## src/rtl/fir_pkg.sv

```systemverilog
// Shared sizing, FSM state type and the Q15 round/saturate helper for the FIR MAC sequencer.
package fir_pkg;

  localparam int TAPS      = 32;
  localparam int ADDR_W    = $clog2(TAPS);
  localparam int DATA_W    = 16;
  localparam int COEF_W    = 16;
  localparam int PROD_W    = DATA_W + COEF_W;
  localparam int ACC_W     = PROD_W + ADDR_W;
  localparam int DRAIN_CYC = 2;

  typedef enum logic [2:0] {
    IDLE,
    SHIFT,
    MAC,
    DRAIN,
    ROUND,
    OUT
  } state_t;

  // Round half up at the Q15 point, then clamp into the signed DATA_W range.
  function automatic logic signed [DATA_W-1:0] round_sat_q15(input logic signed [ACC_W-1:0] acc);
    logic signed [ACC_W-1:0] half_lsb;
    logic signed [ACC_W-1:0] sat_max;
    logic signed [ACC_W-1:0] sat_min;
    logic signed [ACC_W-1:0] rounded;
    half_lsb = $signed(ACC_W'(1 << (COEF_W - 2)));
    sat_max  = ACC_W'((1 << (DATA_W - 1)) - 1);
    sat_min  = ACC_W'(-(1 << (DATA_W - 1)));
    rounded  = (acc + half_lsb) >>> (COEF_W - 1);
    if (rounded > sat_max) begin
      return {1'b0, {(DATA_W-1){1'b1}}};
    end else if (rounded < sat_min) begin
      return {1'b1, {(DATA_W-1){1'b0}}};
    end
    return DATA_W'(rounded);
  endfunction

endpackage

```

## src/rtl/fir_mac_seq_if.sv

```systemverilog
// Bundle of the sample/result handshakes and the shift-register / coefficient ROM pins.
interface fir_mac_seq_if;
  import fir_pkg::*;

  logic [DATA_W-1:0] sample_in;
  logic              sample_valid;
  logic              sample_ready;
  logic              clear;
  logic [DATA_W-1:0] shift_probka;
  logic              shift_new;
  logic              shift_clear;
  logic [ADDR_W-1:0] shift_adres;
  logic [DATA_W-1:0] shift_data;
  logic [ADDR_W-1:0] coef_adres;
  logic [COEF_W-1:0] coef_data;
  logic [DATA_W-1:0] result;
  logic              result_valid;
  logic              result_ready;
  logic              busy;

  modport master (
    input  sample_in, sample_valid, clear, shift_data, coef_data, result_ready,
    output sample_ready, shift_probka, shift_new, shift_clear, shift_adres,
           coef_adres, result, result_valid, busy
  );

  modport slave (
    output sample_in, sample_valid, clear, shift_data, coef_data, result_ready,
    input  sample_ready, shift_probka, shift_new, shift_clear, shift_adres,
           coef_adres, result, result_valid, busy
  );

endinterface

```

## src/rtl/fir_mac_dp.sv

```systemverilog
// MAC datapath: sample/product/accumulate pipeline with a travelling valid bit, plus the output rounding register.
module fir_mac_dp
  import fir_pkg::*;
(
  input  logic              clk,
  input  logic              rst,
  input  logic              acc_clr,
  input  logic              tap_vld,
  input  logic              round_en,
  input  logic [DATA_W-1:0] shift_data,
  input  logic [COEF_W-1:0] coef_data,
  output logic [DATA_W-1:0] result
);

  localparam int VLD_D = 2;

  logic signed [DATA_W-1:0] samp_d_reg;
  logic signed [PROD_W-1:0] prod_reg;
  logic signed [ACC_W-1:0]  acc_reg;
  logic [DATA_W-1:0]        result_reg;
  logic [VLD_D-1:0]         vld_reg;
  logic [VLD_D-1:0]         vld_next;

  // vld_reg[0] qualifies samp_d, vld_reg[1] qualifies prod.
  generate
    for (genvar gi = 0; gi < VLD_D; gi++) begin : g_vld
      if (gi == 0) begin : g_head
        assign vld_next[gi] = tap_vld;
      end else begin : g_tail
        assign vld_next[gi] = vld_reg[gi-1];
      end
    end
  endgenerate

  always_ff @(posedge clk or posedge rst) begin
    if (rst) begin
      samp_d_reg <= '0;
      prod_reg   <= '0;
      acc_reg    <= '0;
      result_reg <= '0;
      vld_reg    <= '0;
    end else begin
      vld_reg    <= vld_next;
      samp_d_reg <= shift_data;
      // coef_data arrives one cycle after its address, aligned with samp_d.
      prod_reg   <= samp_d_reg * $signed(coef_data);
      if (acc_clr) begin
        acc_reg <= '0;
      end else if (vld_reg[VLD_D-1]) begin
        acc_reg <= acc_reg + ACC_W'(prod_reg);
      end
      if (round_en) begin
        result_reg <= round_sat_q15(acc_reg);
      end
    end
  end

  assign result = result_reg;

endmodule

```

## src/rtl/fir_mac_seq.sv

```systemverilog
// FIR read-side sequencer: accepts a sample, pushes it into the shift register, sweeps all taps and hands out one Q15 result.
module fir_mac_seq
  import fir_pkg::*;
(
  input  logic          clk,
  input  logic          rst,
  fir_mac_seq_if.master bus
);

  state_t            state_reg, state_next;
  logic [ADDR_W-1:0] cnt_reg, cnt_next;
  logic              clear_pend_reg, clear_pend_next;
  logic [DATA_W-1:0] probka_reg, probka_next;

  logic              sample_ready;
  logic              shift_new;
  logic              shift_clear;
  logic              result_valid;
  logic              acc_clr;
  logic              tap_vld;
  logic              round_en;
  logic [ADDR_W-1:0] tap_adres;
  logic [DATA_W-1:0] result_w;

  always_ff @(posedge clk or posedge rst) begin
    if (rst) begin
      state_reg      <= IDLE;
      cnt_reg        <= '0;
      clear_pend_reg <= 1'b0;
      probka_reg     <= '0;
    end else begin
      state_reg      <= state_next;
      cnt_reg        <= cnt_next;
      clear_pend_reg <= clear_pend_next;
      probka_reg     <= probka_next;
    end
  end

  always_comb begin
    state_next      = state_reg;
    cnt_next        = cnt_reg;
    clear_pend_next = clear_pend_reg;
    probka_next     = probka_reg;
    sample_ready    = 1'b0;
    shift_new       = 1'b0;
    shift_clear     = 1'b0;
    result_valid    = 1'b0;
    acc_clr         = 1'b0;
    tap_vld         = 1'b0;
    round_en        = 1'b0;
    tap_adres       = '0;

    // A clear that arrives mid-computation is parked until the block is idle again.
    if (state_reg != IDLE && bus.clear) begin
      clear_pend_next = 1'b1;
    end

    unique case (state_reg)
      IDLE: begin
        if (bus.clear || clear_pend_reg) begin
          shift_clear     = 1'b1;
          clear_pend_next = 1'b0;
        end else begin
          sample_ready = 1'b1;
          if (bus.sample_valid) begin
            probka_next = bus.sample_in;
            state_next  = SHIFT;
          end
        end
      end
      SHIFT: begin
        shift_new  = 1'b1;
        acc_clr    = 1'b1;
        cnt_next   = '0;
        state_next = MAC;
      end
      MAC: begin
        tap_adres = cnt_reg;
        tap_vld   = 1'b1;
        if (cnt_reg == ADDR_W'(TAPS - 1)) begin
          cnt_next   = '0;
          state_next = DRAIN;
        end else begin
          cnt_next = cnt_reg + ADDR_W'(1);
        end
      end
      DRAIN: begin
        if (cnt_reg == ADDR_W'(DRAIN_CYC - 1)) begin
          cnt_next   = '0;
          state_next = ROUND;
        end else begin
          cnt_next = cnt_reg + ADDR_W'(1);
        end
      end
      ROUND: begin
        round_en   = 1'b1;
        state_next = OUT;
      end
      OUT: begin
        result_valid = 1'b1;
        if (bus.result_ready) begin
          state_next = IDLE;
        end
      end
      default: begin
        state_next = IDLE;
      end
    endcase
  end

  fir_mac_dp u_dp (
    .clk        (clk),
    .rst        (rst),
    .acc_clr    (acc_clr),
    .tap_vld    (tap_vld),
    .round_en   (round_en),
    .shift_data (bus.shift_data),
    .coef_data  (bus.coef_data),
    .result     (result_w)
  );

  assign bus.sample_ready = sample_ready;
  assign bus.shift_probka = probka_reg;
  assign bus.shift_new    = shift_new;
  assign bus.shift_clear  = shift_clear;
  assign bus.shift_adres  = tap_adres;
  assign bus.coef_adres   = tap_adres;
  assign bus.result       = result_w;
  assign bus.result_valid = result_valid;
  assign bus.busy         = (state_reg != IDLE);

endmodule

```

## src/flat_wrapper.sv

```systemverilog
// flat-port wrapper written by rule: the top's interface ports become plain ports
module fir_mac_seq_flat import fir_pkg::*;
  (clk, rst, bus_sample_in, bus_sample_valid, bus_clear, bus_shift_data, bus_coef_data, bus_result_ready, bus_sample_ready, bus_shift_probka, bus_shift_new, bus_shift_clear, bus_shift_adres, bus_coef_adres, bus_result, bus_result_valid, bus_busy);
  fir_mac_seq_if bus_i ();
  input  logic clk;
  input  logic rst;
  input wire logic [$bits(bus_i.sample_in)-1:0] bus_sample_in;
  input wire logic [$bits(bus_i.sample_valid)-1:0] bus_sample_valid;
  input wire logic [$bits(bus_i.clear)-1:0] bus_clear;
  input wire logic [$bits(bus_i.shift_data)-1:0] bus_shift_data;
  input wire logic [$bits(bus_i.coef_data)-1:0] bus_coef_data;
  input wire logic [$bits(bus_i.result_ready)-1:0] bus_result_ready;
  output wire logic [$bits(bus_i.sample_ready)-1:0] bus_sample_ready;
  output wire logic [$bits(bus_i.shift_probka)-1:0] bus_shift_probka;
  output wire logic [$bits(bus_i.shift_new)-1:0] bus_shift_new;
  output wire logic [$bits(bus_i.shift_clear)-1:0] bus_shift_clear;
  output wire logic [$bits(bus_i.shift_adres)-1:0] bus_shift_adres;
  output wire logic [$bits(bus_i.coef_adres)-1:0] bus_coef_adres;
  output wire logic [$bits(bus_i.result)-1:0] bus_result;
  output wire logic [$bits(bus_i.result_valid)-1:0] bus_result_valid;
  output wire logic [$bits(bus_i.busy)-1:0] bus_busy;
  assign bus_i.sample_in = bus_sample_in;
  assign bus_i.sample_valid = bus_sample_valid;
  assign bus_i.clear = bus_clear;
  assign bus_i.shift_data = bus_shift_data;
  assign bus_i.coef_data = bus_coef_data;
  assign bus_i.result_ready = bus_result_ready;
  assign bus_sample_ready = bus_i.sample_ready;
  assign bus_shift_probka = bus_i.shift_probka;
  assign bus_shift_new = bus_i.shift_new;
  assign bus_shift_clear = bus_i.shift_clear;
  assign bus_shift_adres = bus_i.shift_adres;
  assign bus_coef_adres = bus_i.coef_adres;
  assign bus_result = bus_i.result;
  assign bus_result_valid = bus_i.result_valid;
  assign bus_busy = bus_i.busy;
  fir_mac_seq u_core (.clk(clk), .rst(rst), .bus(bus_i));
endmodule
```

## config.mk

```make
export PLATFORM = sky130hd
export DESIGN_NAME = fir_mac_seq_flat
export DESIGN_NICKNAME = d
export VERILOG_FILES = /design/src/rtl/fir_pkg.sv /design/src/rtl/fir_mac_seq_if.sv /design/src/rtl/fir_mac_dp.sv /design/src/rtl/fir_mac_seq.sv /design/src/flat_wrapper.sv
export SDC_FILE = /design/constraint.sdc
export NUM_CORES = 1
export LEC_CHECK = 0
export CAP_MARGIN = 20
export CORE_MARGIN = 4
export CORE_UTILIZATION = 55
export DETAILED_ROUTE_END_ITERATION = 10
export PLACE_DENSITY = 0.8
export SYNTH_ARGS = -nofsm -noshare
export SYNTH_HDL_FRONTEND = slang
export SYNTH_HIERARCHICAL = 1
export SYNTH_SLANG_ARGS = --single-unit
```

## constraint.sdc

```tcl
create_clock -name clk -period 8.3 [get_ports clk]
set_input_delay 1.66 -clock clk [delete_from_list [all_inputs] [get_ports clk]]
set_output_delay 1.66 -clock clk [all_outputs]
set_load 0.02 [all_outputs]
```

# [After elaboration in Yosys (flattened, before gate mapping)]
# Index checks and enable logic that the tools add are counted.
[totals] out_inout_bits=47 wordCells=65 input_bits=53 register_bits=128
[classes] eq_ne=12 n_mux=29 order_cmp=2 n_reduce_logical=8 n_bitwise=1 n_addsub=3 multipliers=1
[ops] operator="37-bit two-way mux" n=2
[ops] operator="16-bit two-way mux" n=3
[ops] operator="37-bit by 16-bit adder with 37-bit output (second input constant)" n=1
[ops] operator="37-bit by 32-bit adder with 37-bit output" n=1
[ops] operator="16-bit by 16-bit multiplier with 32-bit output" n=1
[ops] operator="22-bit by 16-bit greater-than comparator with 1-bit output (second input constant)" n=1
[ops] operator="22-bit by 16-bit less-than comparator with 1-bit output (second input constant)" n=1
[ops] operator="3-bit one-hot mux with 6 select lines" n=1
[ops] operator="3-bit two-way mux" n=5
[ops] operator="5-bit two-way mux" n=3
[ops] operator="5-bit one-hot mux with 3 select lines" n=1
[ops] operator="1-bit two-way mux" n=14
[ops] operator="3-bit by 2-bit == test with 1-bit output (second input constant)" n=2
[ops] operator="3-bit == test (second input constant)" n=2
[ops] operator="2-bit inequality test (second input constant)" n=3
[ops] operator="3-bit nonzero test" n=2
[ops] operator="5-bit by 1-bit adder with 5-bit output (second input constant)" n=1
[ops] operator="5-bit by 1-bit == test with 1-bit output (second input constant)" n=1
[ops] operator="5-bit == test (second input constant)" n=1
[ops] operator="5-bit AND reduction" n=1
[ops] operator="2-bit by 1-bit inequality test with 1-bit output (second input constant)" n=2
[ops] operator="3-bit by 1-bit == test with 1-bit output (second input constant)" n=1
[ops] operator="3-bit logical NOT" n=1
[ops] operator="3-bit AND reduction" n=1
[ops] operator="4 further kinds" n=4

# [Longest topological paths before layout]
# Gate-level depths: netlist (run 1).
[logic_depth] depth_word=6 depth_mapped=25

# [By module]
# The synthesis (run 1) kept the hierarchy.
[by_module_without_submodules] module="fir_mac_dp" cells_each=1699 area_each_um2=15670.0 n_inst=1
[by_module_without_submodules] module="fir_mac_seq" cells_each=104 area_each_um2=1278.7 n_inst=1

# [Worst setup path before layout (run 1)]
# Ideal clock, no wire load.
[synth_path] path_type="input port to flip-flop" from="input port bus_coef_data[15]" to="register u_core.u_dp.prod_reg[28]" t_arrival_ps=6979 stages=21 slack_ps=1242 required_time_ps=8221 setup_time_ps=79 path_cell_list="inv_1 clkbuf_1 nor2_1 fa_1 fa_1 fa_1 fa_1 fa_1 inv_1 fa_1 inv_1 ha_1 o21a_1 o21a_1 nand3_1 nor3_1 o21ai_0 o211ai_1 a21oi_1 o21ai_0 xor2_1"
[synth_between] elab_chain_cells=1
[synth_rtl] element="start, declared" line_no="flat_wrapper.sv:11" text="input wire logic [$bits(bus_i.coef_data)-1:0] bus_coef_data;"
[synth_rtl] element="16-bit by 16-bit multiplier with 32-bit output" line_no="fir_mac_dp.sv:46" text="prod_reg <= samp_d_reg * $signed(coef_data);"
[synth_rtl] element="end signal, assigned" line_no="fir_mac_dp.sv:46"
[synth_rtl] element="end, declared" line_no="fir_mac_dp.sv:18" text="logic signed [PROD_W-1:0] prod_reg;"
# Every way passes these cells.
# A chain may end at the register's enable or synchronous reset.

# [Worst setup path after layout (run 1)]
[layout_path] from="input port bus_coef_data[1]" to="register u_core.u_dp.prod_reg[28]"
# Same word-level chain as after synthesis.

==> flow_summary_export.csv, run 1 <==
group,metric,value,unit
clocking,numCtsBuffers,17,
floorplanning,die_x,184,um
place,dpl.hpwl,29900,um
floorplanning,dieArea,0.0337,mm2
timing,setup_viol,0,
cells_and_area,nNetsFinal,2316,
yosys,yosysUniqueCellTypes,74,
clocking,cts.sinks,128,
hold_path,hp-class,"reg -> reg",
detailed_routing,vias,12600,
cells_and_area,n_antenna_cell,0,
job,maxCapViolations,0,
setup_path,arrival,8.14,ns
setup_path,path_cells,"clkdlybuf4s50_1, nand2_1, fa_1, fa_1, fa_1, inv_1, fa_1, fa_1, inv_1, fa_1, inv_1, ha_1, and3_1, o2111ai_1, nor3_1, o21ai_0, o211ai_1, a21oi_1, o21ai_0, xor2_1",
cells_and_area,final_cell_area,0.0189,mm2
clocking,cts.clk_slew.worst_paths,0.06,ns
yosys,async_flop_share,100,%
timing,hold_viol,0,
yosys,synth_area_per_cell,9.40,um2
hold_path,holdPathStages,0,
yosys,synth.area.top_cells,"fa_1 (31%), dfrtp_1 (19%), ha_1 (9.0%)",
setup_path,path_class,"in -> reg",
floorplanning,rows,64,
clocking,insertion_delay,0.42,ns
yosys,syn_area,0.0169,mm2
yosys,synth_common_cells,"inv_1 (368), fa_1 (263), nand2_1 (170), and2_1 (131), dfrtp_1 (128)",
yosys,yosysSeqAreaShare,18.9,%
cells_and_area,utilization,62.0,%
detailed_routing,drtIter0Drc,872,
clocking,post-cts-setup-buffers,0,
clocking,cts_tree,"done",
run_status,status,"complete, no violations",
yosys,synth_edf_count,0,
floorplanning,coreArea,0.0305,mm2
setup_path,critical-path-top-delay-family,"adder cells",
yosys,synth_top_area_share,31.1,%
clocking,cts.repair.resized,0,
clocking,ctsHoldBuffers,0,
clocking,cts_max_path_buffers,2,
setup_path,cp.depth,20,
timing,fin_setup_tns,0,ns
cells_and_area,area_growth,11.7,%
yosys,synth_warnings,6,
timing,slew_headroom,37.4,%
clocking,htreeDepth,4,
setup_path,critPathMaxFanout,16,
yosys,ys_ff_latch,128,
place,detailed_place.area,0.0183,mm2
place,gp_congestion,0.924,
yosys,synth_nets,2241,
timing,finalClockSkew,0.0128,ns
yosys,synthCells,1803,
timing,rsz0062_at_grt,"false",
setup_path,r2r.worst_path.cells,19,
floorplanning,ios,100,
cells_and_area,largest_reg_flops,37,
cells_and_area,drive_gt1_share,4.87,%
setup_path,cp-start-kind,"input port",
place,portBuffers,99,
setup_path,cpMostUsedCell,"fa_1",
global_route,grtUsageTotal,23.5,%
timing,worstMarginPinSlew,0.938,ns
detailed_routing,totalWireLength,37800,um
detailed_routing,wire_per_inst,16.5,um
setup_path,cp_slowest_cell,"clkdlybuf4s50_1",
floorplanning,start_util,55.6,%
yosys,yosysMostFrequentCell,"inv_1",
global_route,antenna_found_initial,0,
global_route,grt_max_degree,63,
timing,max_freq,128,MHz
setup_path,cp.required,8.64,ns
yosys,synth_ff_type,"dfrtp_1",
detailed_routing,viasPerCell,5.50,
global_route,grt_first_pass_wirelength,64700,um
detailed_routing,ant_nets,0,
timing,post-route-min-period,7.80,ns
setup_path,cp.buffers_inverters,4,
clocking,root_buffer,"clkbuf_16",
global_route,grt_pass1_vias,13300,
setup_path,max_stage_delay,0.85,ns
detailed_routing,remaining_drc_errors,0,
floorplanning,dieHeight,184,um
timing,drv_slew,0,
yosys,synth_area_leader_cell,"fa_1",
setup_path,endpoint_kind,"flop",
detailed_routing,first_pass_iters,5,
global_route,overflow,0,
timing,finalCritPeriodShare,94.0,%
-- cell type report --
type | count | area [um2]
sequential | 128 | 3200
clock buffer | 17 | 425
tap | 396 | 495
timing repair buffer | 119 | 1140
fill | 2482 | 11600
multi-input combinational | 1244 | 12100
clock inverter | 15 | 183
inverter | 368 | 1380
-- stage by stage --
| stage | hold WS (ns) | instances | setup slack (ns) |
|---|---|---|---|
| after floorplan | 0.331 | 1803 | 1.24 |
| after CTS | 0.352 | 2287 | 0.557 |
| after global placement | 0.339 | 2255 | 0.301 |
| after detailed placement | 0.347 | 2255 | 0.122 |
| after global routing | 0.356 | 2287 | 0.150 |
| final | 0.349 | 2287 | 0.501 |
-- metal layers --
layer | wire [um] | global-route usage (%) | up-vias
met3 | 2870 | 4.47 | 49
met2 | 18200 | 39.6 | 475
met4 | 605 | 5.93 | 0
met1 | 16100 | 31.7 | 6244
li1 | - | - | 5811
met5 | 0 | 0 | -
-- placed cells by master (no fill, tap or decap), drive strengths merged, types with 9 or more instances in the layout --
cell type and count:
inv 372, nand2b 20, fa 263, and2 131, nor2 76, o21a 21, o221ai 11, nor3 18
a21oi 65, dfrtp 128, xor2 21, o211ai 12, a31oi 9, clkdlybuf4s50 99, mux2 18, a21o 21
a211oi 12, o21ai 46, buf 20, clkbuf 17, mux2i 24, nand3 30, o21bai 12, nand2 170
xnor2 55, ha 122
-- path summary, 6_finish.rpt --
path                                            start                         end  slack [ns]
max                                  bus_coef_data[1]    u_core/u_dp/prod_reg[28]        0.50
min                            u_core/u_dp/vld_reg[0]      u_core/u_dp/vld_reg[1]        0.35
max reg2reg                u_core/u_dp/samp_d_reg[12]    u_core/u_dp/prod_reg[28]        1.85
min reg2reg                    u_core/u_dp/vld_reg[0]      u_core/u_dp/vld_reg[1]        0.35
max in group asynchronous                         rst  u_core/u_dp/samp_d_reg[14]        5.44
min in group asynchronous                         rst     u_core/u_dp/acc_reg[24]        1.68
-- logic make-up after synthesis --
kind of cell / Yosys count / share of synthesized area (%)
compound gates: 241 / 9.50
xor+xnor: 76 / 3.93
fa+ha+maj: 385 / 40.1
buf+inv: 431 / 9.78
flops: 128 / 18.9
mux: 42 / 2.83
simple gates: 500 / 15.0
Power of run 1 is left out: the tool's default activity adds up to more than one toggle a clock period on the data nets, which glitch-free logic cannot reach.
==> run 2, diff against run 1 <==
DONT_BUFFER_PORTS = 1   (was default)
PLACE_DENSITY = 0.75   (was 0.8)
==> flow_summary_export.csv, run 2 (same netlist as run 1, synthesis figures left out) <==
group,metric,value,unit
run_status,status,"complete, no violations",
timing,worstMarginPinSlew,0.949,ns
cells_and_area,layout_commonest_cell,"inv_1",
detailed_routing,first_pass_iters,5,
detailed_routing,wire_per_inst,16.9,um
clocking,cts.sinks,128,
timing,drv_slew,0,
setup_path,path_class,"in -> reg",
clocking,cts_max_path_buffers,2,
timing,slew_headroom,36.7,%
hold_path,min_to,"u_core/u_dp/vld_reg[1]",
global_route,antenna_found_initial,0,
job,maxCapViolations,0,
detailed_routing,totalWireLength,36700,um
setup_path,path_cells,"inv_1, nor2_1, fa_1, fa_1, fa_1, fa_1, fa_1, inv_1, fa_1, inv_1, ha_1, o21a_1, o21a_1, nand3_1, nor3_1, o21ai_0, o211ai_1, a21oi_1, o21ai_0, xor2_1",
floorplanning,start_util,55.6,%
global_route,grt_max_degree,76,
timing,rsz0062_at_grt,"false",
global_route,grt_pass1_vias,12800,
hold_path,holdCritStartpoint,"u_core/u_dp/vld_reg[0]",
global_route,grt_first_pass_wirelength,62300,um
timing,finalClockSkew,0.0138,ns
floorplanning,rows,64,
clocking,htreeDepth,4,
setup_path,cp-start-kind,"input port",
detailed_routing,drtIter0Drc,554,
clocking,cts.clk_slew.worst_paths,0.06,ns
floorplanning,coreArea,0.0305,mm2
clocking,ctsHoldBuffers,0,
global_route,overflow,0,
clocking,cts.repair.resized,0,
floorplanning,die_x,184,um
clocking,cts_tree,"done",
setup_path,endpoint_kind,"flop",
place,gp_congestion,0.913,
cells_and_area,nNetsFinal,2202,
timing,post-route-min-period,7.02,ns
cells_and_area,largest_reg_flops,37,
floorplanning,dieHeight,184,um
cells_and_area,area_growth,5.08,%
floorplanning,dieArea,0.0337,mm2
setup_path,max_stage_delay,0.56,ns
detailed_routing,ant_nets,0,
hold_path,holdPathStages,0,
cells_and_area,layout_common_cells,"inv_1 (367), fa_1 (263), nand2_1 (170), and2_1 (131), dfrtp_1 (127)",
place,dpl.hpwl,28800,um
clocking,insertion_delay,0.43,ns
timing,setup_viol,0,
setup_path,cp.required,8.64,ns
global_route,grtUsageTotal,22.7,%
clocking,numCtsBuffers,17,
setup_path,reg2reg_to,"u_core/u_dp/prod_reg[28]",
floorplanning,ios,100,
detailed_routing,viasPerCell,5.51,
setup_path,cp_slowest_cell,"fa_1",
setup_path,critPathMaxFanout,11,
cells_and_area,n_antenna_cell,0,
setup_path,r2r.worst_path.cells,20,
place,portBuffers,0,
timing,fin_setup_tns,0,ns
clocking,post-cts-setup-buffers,0,
setup_path,r2r-start,"u_core/u_dp/samp_d_reg[9]",
clocking,root_buffer,"clkbuf_16",
setup_path,rrSetupSlack,1.88,ns
setup_path,cpMostUsedCell,"fa_1",
hold_path,hp-class,"reg -> reg",
timing,finalCritPeriodShare,84.6,%
cells_and_area,drive_gt1_share,4.28,%
detailed_routing,remaining_drc_errors,0,
setup_path,arrival,7.36,ns
timing,max_freq,142,MHz
detailed_routing,vias,12000,
timing,hold_viol,0,
run 2: cell types whose count changed in the layout (fill, tap and decap cells not counted):
cell and delta:
bufinv_16 -1, clkinvlp_4 +1, clkdlybuf4s50_1 -99, inv_6 +1, clkinv_2 -3, clkbuf_8 +1
buf_4 -15
run 2: metrics by stage:
step / util, % / setup slack [ns] / std cells / hold slack [ns] / cell area (um2)
after floorplan: - / 1.24 / 1803 / 0.331 / 16900
after global placement: 56.4 / 1.01 / 2141 / 0.345 / 17200
after detailed placement: 56.4 / 0.832 / 2141 / 0.355 / 17200
after CTS: 58.4 / 1.27 / 2172 / 0.369 / 17800
after global routing: 58.4 / 0.976 / 2172 / 0.374 / 17800
final: 58.4 / 1.28 / 2172 / 0.370 / 17800
run 2: critical path: cells and delay by family:
kind / cells / cell delay, ns
compound gates: 6 / 1.06
xor+xnor: 1 / 0.18
fa+ha+maj: 7 / 3.56
buf+inv: 3 / 0.41
simple gates: 3 / 0.49
run 2: per-layer routing:
metal	vias to the layer above	part of all wire, %	global-route usage (%)	wire length [um]
met2	398	47	37.3	17100
met3	62	7.6	5.76	2770
met1	5915	44	30.1	16000
li1	5586	-	-	-
met5	-	0	0	0
met4	0	2.1	6.56	769
run 2: cell type report:
class                           instances  area, um2
Sequential cell                       128       3200
Fill cell                            2569      12700
Timing Repair Buffer                    5       37.5
Clock inverter                         13        154
Clock buffer                           18        439
Tap cell                              396        495
Multi-Input combinational cell       1244      12100
Inverter                              368       1380
run 2: worst max-delay path by stage:
stage / startpoint / endpoint / slack (ns) / cells after the start
after detailed placement: bus_coef_data[15] / u_core/u_dp/prod_reg[28] / 0.83 / 20
after floorplan: bus_coef_data[15] / u_core/u_dp/prod_reg[28] / 1.24 / 21
after CTS: bus_coef_data[15] / u_core/u_dp/prod_reg[28] / 1.27 / 20
after global placement: bus_coef_data[15] / u_core/u_dp/prod_reg[28] / 1.01 / 20
final: bus_coef_data[15] / u_core/u_dp/prod_reg[28] / 1.28 / 20
after global routing: bus_coef_data[15] / u_core/u_dp/prod_reg[28] / 0.98 / 20
Power of run 2 is left out for the same reason.
==> run 3, diff against run 2 <==
clock period = 7.3 ns   (was 8.3 ns; I/O delays follow)
==> flow_summary_export.csv, run 3 (same netlist as run 1, synthesis figures left out) <==
group,metric,value,unit
floorplanning,dieHeight,184,um
timing,fin_setup_tns,0,ns
floorplanning,coreArea,0.0305,mm2
hold_path,hp-class,"reg -> reg",
floorplanning,die_x,184,um
detailed_routing,drtIter0Drc,652,
floorplanning,start_util,55.6,%
cells_and_area,multi_input_area,0.0121,mm2
place,portBuffers,0,
detailed_routing,wire_per_inst,16.5,um
timing,setup_viol,0,
cells_and_area,area_growth,5.18,%
timing,max_freq,152,MHz
setup_path,critPathMaxFanout,16,
setup_path,max_stage_delay,0.56,ns
floorplanning,rows,64,
setup_path,path_cells,"and2_1, fa_1, inv_1, fa_1, inv_1, fa_1, fa_1, fa_1, inv_1, fa_1, inv_1, ha_1, a21o_1, a21o_1, a21o_1, o2bb2ai_1, o21ai_0, o211ai_1, a21oi_1, o21ai_0, xor2_1",
place,placedCellCount,2144,
detailed_routing,vias,11900,
clocking,cts.repair.resized,0,
timing,finalCritPeriodShare,90.1,%
place,preCtsSetupSlack,0.285,ns
cells_and_area,layout_common_cells,"inv_1 (367), fa_1 (263), nand2_1 (170), and2_1 (131), dfrtp_1 (127)",
global_route,grt_first_pass_wirelength,62000,um
cells_and_area,nNetsFinal,2205,
timing,slew_headroom,35.4,%
cells_and_area,finalNonFillerCells,2177,
setup_path,cp_slowest_cell,"fa_1",
cells_and_area,fill_cells,2528,
clocking,numCtsBuffers,17,
setup_path,cp-start-kind,"input port",
timing,finalClockSkew,0.0147,ns
clocking,cts_max_path_buffers,2,
timing,post-route-min-period,6.57,ns
clocking,root_buffer,"clkbuf_16",
timing,hold_slack,0.360,ns
job,maxCapViolations,0,
timing,hold_viol,0,
detailed_routing,remaining_drc_errors,0,
setup_path,endpoint_kind,"flop",
setup_path,rrSetupSlack,1.00,ns
setup_path,arrival,6.88,ns
clocking,cts.sinks,128,
cells_and_area,regArea,0.00320,mm2
clocking,htreeDepth,4,
floorplanning,ios,100,
global_route,antenna_found_initial,0,
setup_path,cp.required,7.61,ns
global_route,grtUsageTotal,22.5,%
setup_path,path_class,"in -> reg",
timing,fin_ws,0.726,ns
global_route,grt_pass1_vias,12700,
timing,rsz0062_at_grt,"false",
floorplanning,dieArea,0.0337,mm2
detailed_routing,viasPerCell,5.46,
run_status,status,"complete, no violations",
place,dpl.hpwl,28700,um
detailed_routing,totalWireLength,35800,um
clocking,post-cts-setup-buffers,0,
setup_path,cpMostUsedCell,"fa_1",
place,gp_congestion,0.902,
timing,worstMarginPinSlew,0.969,ns
cells_and_area,layout_commonest_cell,"inv_1",
clocking,insertion_delay,0.44,ns
detailed_routing,ant_nets,0,
global_route,overflow,0,
detailed_routing,first_pass_iters,5,
cells_and_area,drive_gt1_share,4.44,%
clocking,cts.clk_slew.worst_paths,0.06,ns
clocking,ctsHoldBuffers,0,
timing,drv_slew,0,
clocking,cts_tree,"done",
cells_and_area,largest_reg_flops,37,
global_route,grt_max_degree,76,
==> run 3: changes by cell type in the layout (fill, tap and decap cells not counted), sizes merged <==
cell / before / now
clkinv: 2 / 4
buf: 5 / 8
clkbuf: 18 / 17
inv: 373 / 372
diode: 0 / 2
==> run 3: worst max-delay path: cells and delay by family <==
kind	cells	cell delay (ns)
adder cells (fa/ha/maj)	7	3.47
AO/OA/AOI/OAI	8	1.43
buffers and inverters	4	0.21
AND/OR/NAND/NOR	1	0.15
XOR/XNOR	1	0.15
==> run 3: through the flow <==
stage	area [um2]	utilization, %
after floorplan	16900	-
after global placement	17200	56.5
after detailed placement	17200	56.5
after CTS	17800	58.4
after global routing	17800	58.4
final	17800	58.4
==> run 3: area by class of cell <==
cell class              instances  area share (%)
multi-input cells            1244            67.8
flip-flops and latches        128            18.0
inverters                     368            7.76
well taps                     396            2.78
clock buffers                  17            2.39
clock inverters                14           0.884
repair buffers                  8           0.337
diodes                          2          0.0281
==> run 3: worst paths after layout <==
| kind | cells after the start | end | from |
|---|---|---|---|
| setup / recovery | 21 | u_core/u_dp/prod_reg[28] | bus_coef_data[12] |
| hold / removal | 0 | u_core/u_dp/vld_reg[1] | u_core/u_dp/vld_reg[0] |
| setup reg to reg | 20 | u_core/u_dp/prod_reg[28] | u_core/u_dp/samp_d_reg[2] |
| hold reg to reg | 0 | u_core/u_dp/vld_reg[1] | u_core/u_dp/vld_reg[0] |
| max in group asynchronous | 2 | u_core/u_dp/vld_reg[1] | rst |
| min in group asynchronous | 1 | u_core/u_dp/result[1] | rst |
==> run 3: metal layers <==
metal,track usage [%],part of all wire [%]
met1,31.0,45
met2,36.2,46
met3,4.99,6.8
met4,6.17,2.0
met5,0,0
Power of run 3 is left out for the same reason.
